`src/rtl/fifo_pkg.sv`:
```
// Shared widths and pointer/count types for the ram32x4-backed FIFO controller.
package fifo_pkg;
    localparam int FIFO_ADDR_W = 5;
    localparam int FIFO_DATA_W = 4;
    localparam int FIFO_DEPTH  = 1 << FIFO_ADDR_W;

    typedef logic [FIFO_ADDR_W-1:0] ptr_t;
    typedef logic [FIFO_ADDR_W:0]   cnt_t;

    localparam cnt_t FIFO_FULL_CNT = cnt_t'(FIFO_DEPTH);

    // Pointers wrap silently at DEPTH because the type is exactly ADDR_W bits wide.
    function automatic ptr_t ptr_inc(input ptr_t p);
        return p + ptr_t'(1);
    endfunction
endpackage

```
`src/rtl/ram32x4.sv`:
```
// Behavioural model of the 32x4 dual-port RAM: registered read address, unregistered q.
module ram32x4 import fifo_pkg::*; (
    input  logic                   clock,
    input  logic [FIFO_DATA_W-1:0] data,
    input  ptr_t                   wraddress,
    input  ptr_t                   rdaddress,
    input  logic                   wren,
    output logic [FIFO_DATA_W-1:0] q
);
    logic [FIFO_DATA_W-1:0] mem [FIFO_DEPTH];
    ptr_t                   rdaddr_q;

    always_ff @(posedge clock) begin
        if (wren)
            mem[wraddress] <= data;
        rdaddr_q <= rdaddress;
    end

    assign q = mem[rdaddr_q];
endmodule

```
`src/rtl/fifo_ctrl.sv`:
```
// Synchronous FIFO controller around ram32x4: pointers, occupancy, one-cycle pop latency
// and sticky overflow/underflow flags.
module fifo_ctrl import fifo_pkg::*; #(
    parameter int ADDR_W = FIFO_ADDR_W,
    parameter int DATA_W = FIFO_DATA_W
) (
    input  logic              clk,
    input  logic              reset,
    input  logic              push,
    input  logic [DATA_W-1:0] wr_data,
    input  logic              pop,
    input  logic              clear_err,
    output logic [DATA_W-1:0] rd_data,
    output logic              rd_valid,
    output logic              full,
    output logic              empty,
    output logic [ADDR_W:0]   count,
    output logic              overflow,
    output logic              underflow
);
    ptr_t              wr_ptr;
    ptr_t              rd_ptr;
    cnt_t              count_q;
    logic              pending;
    logic              push_acc;
    logic              pop_acc;
    logic [DATA_W-1:0] ram_q;

    // Flags come from occupancy, not pointer compare: pointers are equal both when empty and full.
    assign full     = (count_q == FIFO_FULL_CNT);
    assign empty    = (count_q == '0);
    assign count    = count_q;
    assign push_acc = push & ~full;
    assign pop_acc  = pop & ~empty;

    ram32x4 u_ram (
        .clock     (clk),
        .data      (wr_data),
        .wraddress (wr_ptr),
        .rdaddress (rd_ptr),
        .wren      (push_acc),
        .q         (ram_q)
    );

    always_ff @(posedge clk or negedge reset) begin
        if (!reset) begin
            wr_ptr    <= '0;
            rd_ptr    <= '0;
            count_q   <= '0;
            pending   <= 1'b0;
            rd_valid  <= 1'b0;
            rd_data   <= '0;
            overflow  <= 1'b0;
            underflow <= 1'b0;
        end else begin
            if (push_acc)
                wr_ptr <= ptr_inc(wr_ptr);
            if (pop_acc)
                rd_ptr <= ptr_inc(rd_ptr);

            case ({push_acc, pop_acc})
                2'b10:   count_q <= count_q + cnt_t'(1);
                2'b01:   count_q <= count_q - cnt_t'(1);
                default: count_q <= count_q;
            endcase

            // RAM latches rd_ptr on the pop edge, so q is ready to capture one edge later.
            pending  <= pop_acc;
            rd_valid <= pending;
            if (pending)
                rd_data <= ram_q;

            // A new error outranks a simultaneous clear.
            if (push && full)
                overflow <= 1'b1;
            else if (clear_err)
                overflow <= 1'b0;

            if (pop && empty)
                underflow <= 1'b1;
            else if (clear_err)
                underflow <= 1'b0;
        end
    end
endmodule

```
`config.mk`:
```
export PLATFORM = sky130hd
export DESIGN_NAME = fifo_ctrl
export DESIGN_NICKNAME = d
export VERILOG_FILES = /design/src/rtl/fifo_pkg.sv /design/src/rtl/ram32x4.sv /design/src/rtl/fifo_ctrl.sv
export SDC_FILE = /design/constraint.sdc
export NUM_CORES = 1
export LEC_CHECK = 0
export ABC_AREA = 0
export CAP_MARGIN = 20
export CORE_MARGIN = 2
export CORE_UTILIZATION = 30
export CTS_CLUSTER_SIZE = 16
export DETAILED_ROUTE_END_ITERATION = 12
export PLACE_DENSITY_LB_ADDON = 0.25
export SLEW_MARGIN = 25
export SYNTH_ARGS = -nofsm -noshare
export SYNTH_HDL_FRONTEND = slang
export SYNTH_HIERARCHICAL = 1
export SYNTH_SLANG_ARGS = --single-unit
```
`constraint.sdc`:
```
create_clock -name clk -period 3.5 [get_ports clk]
set_clock_uncertainty 0.05 [all_clocks]
set_input_delay 1.05 -clock clk [delete_from_list [all_inputs] [get_ports clk]]
set_output_delay 1.05 -clock clk [all_outputs]
set_load 0.05 [all_outputs]
```
==> results.json, run 1 <==
{
  "antenna_found_initial": 0,
  "drive_gt1_share_pct": 25.9,
  "syn_nets": 354,
  "start_kind": "register",
  "synthCells": 337,
  "cp-end-kind": "primary output",
  "clk_latency_ps": 410,
  "pin_count": 24,
  "p_sw_uw": 2010,
  "yosys.area.top_type": "edfxtp_1",
  "post-dp-hpwl_mm": 8.28,
  "cts_setup_buffers": 0,
  "vias": 3097,
  "rr_startpoint": "count[0]",
  "layout_commonest_cell": "edfxtp_1",
  "synth-edff-count": 128,
  "min_path_cells": 0,
  "clk_pin_slew_ps": 60,
  "routed_wl_mm": 12.3,
  "ys_seq_area_share_pct": 71.4,
  "pwr-share-seq_pct": 40.9,
  "postCtsHoldBufs": 0,
  "clockBufferDepth": 2,
  "rsz0062_at_grt": "false",
  "r2r_slack_ps": 540,
  "antenna_cells": 0,
  "die_w_um": 150,
  "drtIter0Drc": 209,
  "die_h_um": 150,
  "area_growth_pct": 18.3,
  "cpLargestDelayFamily": "buffers and inverters",
  "ys_seq_elements": 157,
  "max_slew_margin_pct": 60.4,
  "final.period_utilization_pct": 90.6,
  "critPathKind": "reg2out",
  "via_per_inst": 4.63,
  "cap_viol_max_count": 0,
  "p_int_uw": 4220,
  "critPathBufInv": 2,
  "max_freq_mhz": 315,
  "final_area_um2": 7520,
  "p_sw_share_pct": 32.2,
  "drc": 0,
  "drt_pass1_iterations": 4,
  "worst_slack_ps": 329,
  "avgSynthCellArea_um2": 18.9,
  "r2r-end": "count[5]",
  "maxSlewViolCount": 0,
  "hold_violations": 0,
  "status": "complete, no violations",
  "start_util_pct": 30.5,
  "place_area_um2": 6970,
  "crit_path_max_incr_delay_ps": 550,
  "worst_pin_slew_ps": 593,
  "avgRoutedWirePerCell_um": 18.4,
  "syn_area_um2": 6360,
  "synth_area_leaders": "edfxtp_1 60%, mux4_2 14%, dfrtp_1 9.4%",
  "ctsResizeCount": 1,
  "dpl_worst_slack_ps": 103,
  "num_rows": 53,
  "period_needed_ps": 3170,
  "fin_total_pwr_uw": 6230,
  "r2r_cells": 9,
  "critical_path_required_ps": 2400,
  "crit_chain": "nor4_2 > nand3b_1 > inv_1 > dlygate4sd2_1",
  "cts_max_level": 4,
  "cts_made_buffers": 17,
  "grt_pass1_vias": 3190,
  "track_usage_pct": 11.8,
  "ant_nets": 0,
  "combPwrFrac_pct": 31.3,
  "grt_pass1_wl_mm": 19.2,
  "ir_worst_vdd_mv": 0.324,
  "ys_async_sr_fraction_pct": 15.3,
  "grt.overflow.total": 0,
  "worstHoldStart": "rd_ptr[4]",
  "clockRootBuffer": "clkbuf_16",
  "grt_max_degree": 33,
  "io_buffers": 23,
  "setup_violations": 0,
  "core_um2": 20900,
  "cp.arrival_ps": 2070,
  "die_area_um2": 22400,
  "cp_slowest_cell": "dlygate4sd2_1",
  "tritoncts": "built",
  "ys.flop_type": "edfxtp_1",
  "final_cell_mix": "128 x edfxtp_1, 40 x mux4_2, 38 x nor2_1, 24 x dfrtp_1, 21 x clkdlybuf4s50_1",
  "synth.yosys.warnings": 6,
  "p_clk_share_pct": 27.7,
  "numClockSinks": 157,
  "fin_setup_tns_ps": 0,
  "synthDistinctLibCells": 41,
  "power.leakage_uw": 0.00251,
  "synth_top_area_share_pct": 60.4,
  "powerDensity_nw_per_um2": 828,
  "gp_congestion": 0.766,
  "critPathMaxFanout": 6,
  "nNetsFinal": 398,
  "hold_class": "reg2reg"
}
power groups by stage:
| stage | logic, µW | clock network (µW) | registers, µW |
|---|---|---|---|
| floorplan | 1270 | 0 | 2700 |
| global placement | 1990 | 0 | 2580 |
| detailed placement | 2000 | 0 | 2590 |
| CTS | 2000 | 1770 | 2560 |
| global route | 2110 | 1850 | 2590 |
| finish | 1950 | 1730 | 2550 |
per-layer routing:
layer / vias to the layer above / global-route usage [%] / routed length (µm)
met2: 40 / 20.2 / 6610
met3: 10 / 2.56 / 261
li1: 1420 / - / -
met4: 0 / 4.29 / 142
met1: 1627 / 14.7 / 5280
met5: - / 0 / 0
per-stage QoR:
stage / hold slack (ps) / instances / utilization (%)
2_1_floorplan: 315 / 337 / -
3_3_place_gp: 340 / 637 / 33.4
3_5_place_dp: 342 / 637 / 33.4
4_1_cts: 354 / 669 / 36.0
5_1_grt: 368 / 669 / 36.0
6_report: 351 / 669 / 36.0
kinds of logic (layout without fill, tap and decap cells):
family          Yosys count  count (layout)  share of synthesized area (%)
xor+xnor                 11              11                           1.51
fa+ha+maj                 8               8                           1.69
flops                   157             157                           71.4
mux                      51              51                           16.1
compound gates           17              17                           1.77
buf+inv                  20              77                           1.55
simple gates             73              73                           5.90
layout make-up:
class	instances	area (µm²)
Timing Repair Buffer	36	324
Sequential cell	157	4550
Clock inverter	12	111
Fill cell	1933	13400
Inverter	9	33.8
Tap cell	275	344
Multi-Input combinational cell	160	1720
Clock buffer	20	447
worst max-delay path by stage:
| stage | to | depth (start not counted) | slack (ps) | startpoint |
|---|---|---|---|---|
| after floorplan | count[5] | 9 | 130 | count[0] |
| after global placement | count[5] | 8 | 140 | pop |
| final | full | 4 | 330 | count[0] |
| after CTS | full | 4 | 270 | count[0] |
| after global routing | full | 4 | 180 | count[0] |
| after detailed placement | count[5] | 8 | 100 | pop |
sequential cells by signal (all words and copies together), names as in the netlist, 4 cells and up, named ones only:
| signal | cells |
|---|---|
| count | 6 |
| rd_data | 4 |
| rd_ptr | 5 |
| wr_ptr | 5 |
| u_ram/mem | 128 |
worst reg2reg max path: cells and delay by family, from the launching register on:
kind	cells	cell delay [ps]
simple gates	4	920
fa+ha+maj	2	570
compound gates	3	820
flops	1	470
cells in the mapped netlist (4+ instances only):
cell / count
inv_1: 9
xor2_1: 8
ha_1: 7
dfxtp_1: 5
dfrtp_1: 24
nor2_1: 38
buf_1: 4
mux2_2: 9
nand2_1: 9
o21ai_0: 6
nand3b_1: 6
edfxtp_1: 128
mux4_2: 40
Power figures use the tool's default switching activity.
==> inputs of run 2 (changes only) <==
- CTS_CLUSTER_SIZE: 16 -> 28
- DONT_BUFFER_PORTS: not set -> 1
==> results.json, run 2 (same netlist as run 1, synthesis figures left out) <==
{
  "status": "complete, no violations",
  "critical_path_required_ps": 3750,
  "top_register": "u_ram/mem",
  "largest_register_ffs": 128,
  "clk_latency_ps": 420,
  "grt_pass1_wl_mm": 18.4,
  "die_area_um2": 22400,
  "cap_viol_max_count": 0,
  "ir_worst_vdd_mv": 0.275,
  "nNetsFinal": 371,
  "fillers": 1955,
  "cp.arrival_ps": 3220,
  "ant_nets": 0,
  "whs_ps": 262,
  "antenna_cells": 0,
  "critPathMaxFanout": 8,
  "cp-end-kind": "register",
  "crit_path_max_incr_delay_ps": 800,
  "rr_startpoint": "count[5]",
  "power.leakage_uw": 0.00242,
  "vias": 2985,
  "r2r-end": "count[5]",
  "core_um2": 20900,
  "drtIter0Drc": 198,
  "worst_slack_ps": 524,
  "p_sw_uw": 2040,
  "grt.overflow.total": 0,
  "critPathKind": "reg2reg",
  "worst_pin_slew_ps": 701,
  "via_per_inst": 4.65,
  "avgRoutedWirePerCell_um": 18.6,
  "fin_total_pwr_uw": 6200,
  "combPwrFrac_pct": 27.6,
  "area_growth_pct": 14.9,
  "setup_violations": 0,
  "max_freq_mhz": 336,
  "fin_util_pct": 35.0,
  "dpl_worst_slack_ps": 415,
  "cts_setup_buffers": 0,
  "start_util_pct": 30.5,
  "rsz0062_at_grt": "false",
  "layout_commonest_cell": "edfxtp_1",
  "start_kind": "register",
  "post-dp-hpwl_mm": 8.11,
  "maxSlewViolCount": 0,
  "drive_gt1_share_pct": 27.0,
  "pin_count": 24,
  "clockRootBuffer": "clkbuf_16",
  "cts_max_level": 4,
  "final_cell_mix": "128 x edfxtp_1, 40 x mux4_2, 38 x nor2_1, 24 x dfrtp_1, 17 x clkbuf_16",
  "period_needed_ps": 2980,
  "gp_congestion": 0.761,
  "track_usage_pct": 11.4,
  "die_h_um": 150,
  "pwr-share-seq_pct": 43.8,
  "antenna_found_initial": 0,
  "cts_made_buffers": 17,
  "tritoncts": "built",
  "ctsResizeCount": 0,
  "cp_common_cell": "ha_1",
  "io_buffers": 0,
  "routed_wl_mm": 12.0,
  "p_int_uw": 4170,
  "final.period_utilization_pct": 85.0,
  "drt_pass1_iterations": 6,
  "fin_setup_tns_ps": 0,
  "p_sw_share_pct": 32.8,
  "drc": 0,
  "clockBufferDepth": 2,
  "grt_pass1_vias": 3163,
  "postCtsHoldBufs": 0,
  "crit_chain": "nand3b_1 > nand2_1 > ha_1 > ha_1 > a211oi_1 > nor2_1 > a21bo_2 > a2111oi_0",
  "r2r_cells": 8,
  "numClockSinks": 157,
  "num_rows": 53,
  "die_w_um": 150,
  "max_slew_margin_pct": 53.2,
  "grt_max_degree": 33,
  "powerDensity_nw_per_um2": 848,
  "hold_violations": 0,
  "p_clk_share_pct": 28.6,
  "r2r_slack_ps": 520,
  "cp_slowest_cell": "dfrtp_1",
  "clk_pin_slew_ps": 70,
  "hold_class": "in2async"
}
run 2: worst max-delay path by stage:
stage,from,to,slack (ps),depth (start not counted)
after floorplan,count[0],count[5],130,9
after global placement,pop,count[5],450,7
after detailed placement,pop,count[5],410,7
after CTS,count[5],full,490,2
after global routing,count[5],count[5],240,8
final,count[5],count[5],520,8
run 2: critical path, delay by kind of cell, from the launching register on:
kind,cells,cell delay (ps)
flip-flops,1,800
AO/OA/AOI/OAI,3,820
adder cells (fa/ha/maj),2,660
AND/OR/NAND/NOR,3,530
run 2: power groups by stage:
stage	sequential [µW]	combinational (µW)	clock, µW
finish	2710	1710	1770
global route	2760	1850	1900
CTS	2720	1750	1820
detailed placement	2760	1750	0
global placement	2750	1740	0
floorplan	2700	1270	0
run 2: per-layer routing:
metal  wire length [µm]  part of all wire [%]  vias to the layer above  track usage [%]
met1               5220                    44                     1562             14.2
met3                301                   2.5                       10             2.62
met4                155                   1.3                        0             4.43
li1                   -                     -                     1366                -
met5                  0                     0                        -                0
met2               6300                    53                       47             19.4
run 2: through the flow:
stage	cells	area, µm²
3_5_place_dp	610	6740
5_1_grt	642	7310
2_1_floorplan	337	6360
6_report	642	7310
3_3_place_gp	610	6740
4_1_cts	642	7310
run 2: final cells by class:
type	instances	area (µm²)	share of cell area, %
sequential	157	4550	62.2
multi-input combinational	160	1720	23.5
clock buffer	17	425	5.82
tap	275	344	4.71
clock inverter	15	151	2.07
timing repair buffer	9	92.6	1.27
inverter	9	33.8	0.462
==> inputs of run 3 (changes only) <==
- ABC_CLOCK_PERIOD_IN_PS: not set -> 3500
- CTS_CLUSTER_DIAMETER: not set -> 60
==> results of run 3 <==
No change in the layout: final DEF, timing and power equal those of run 2.
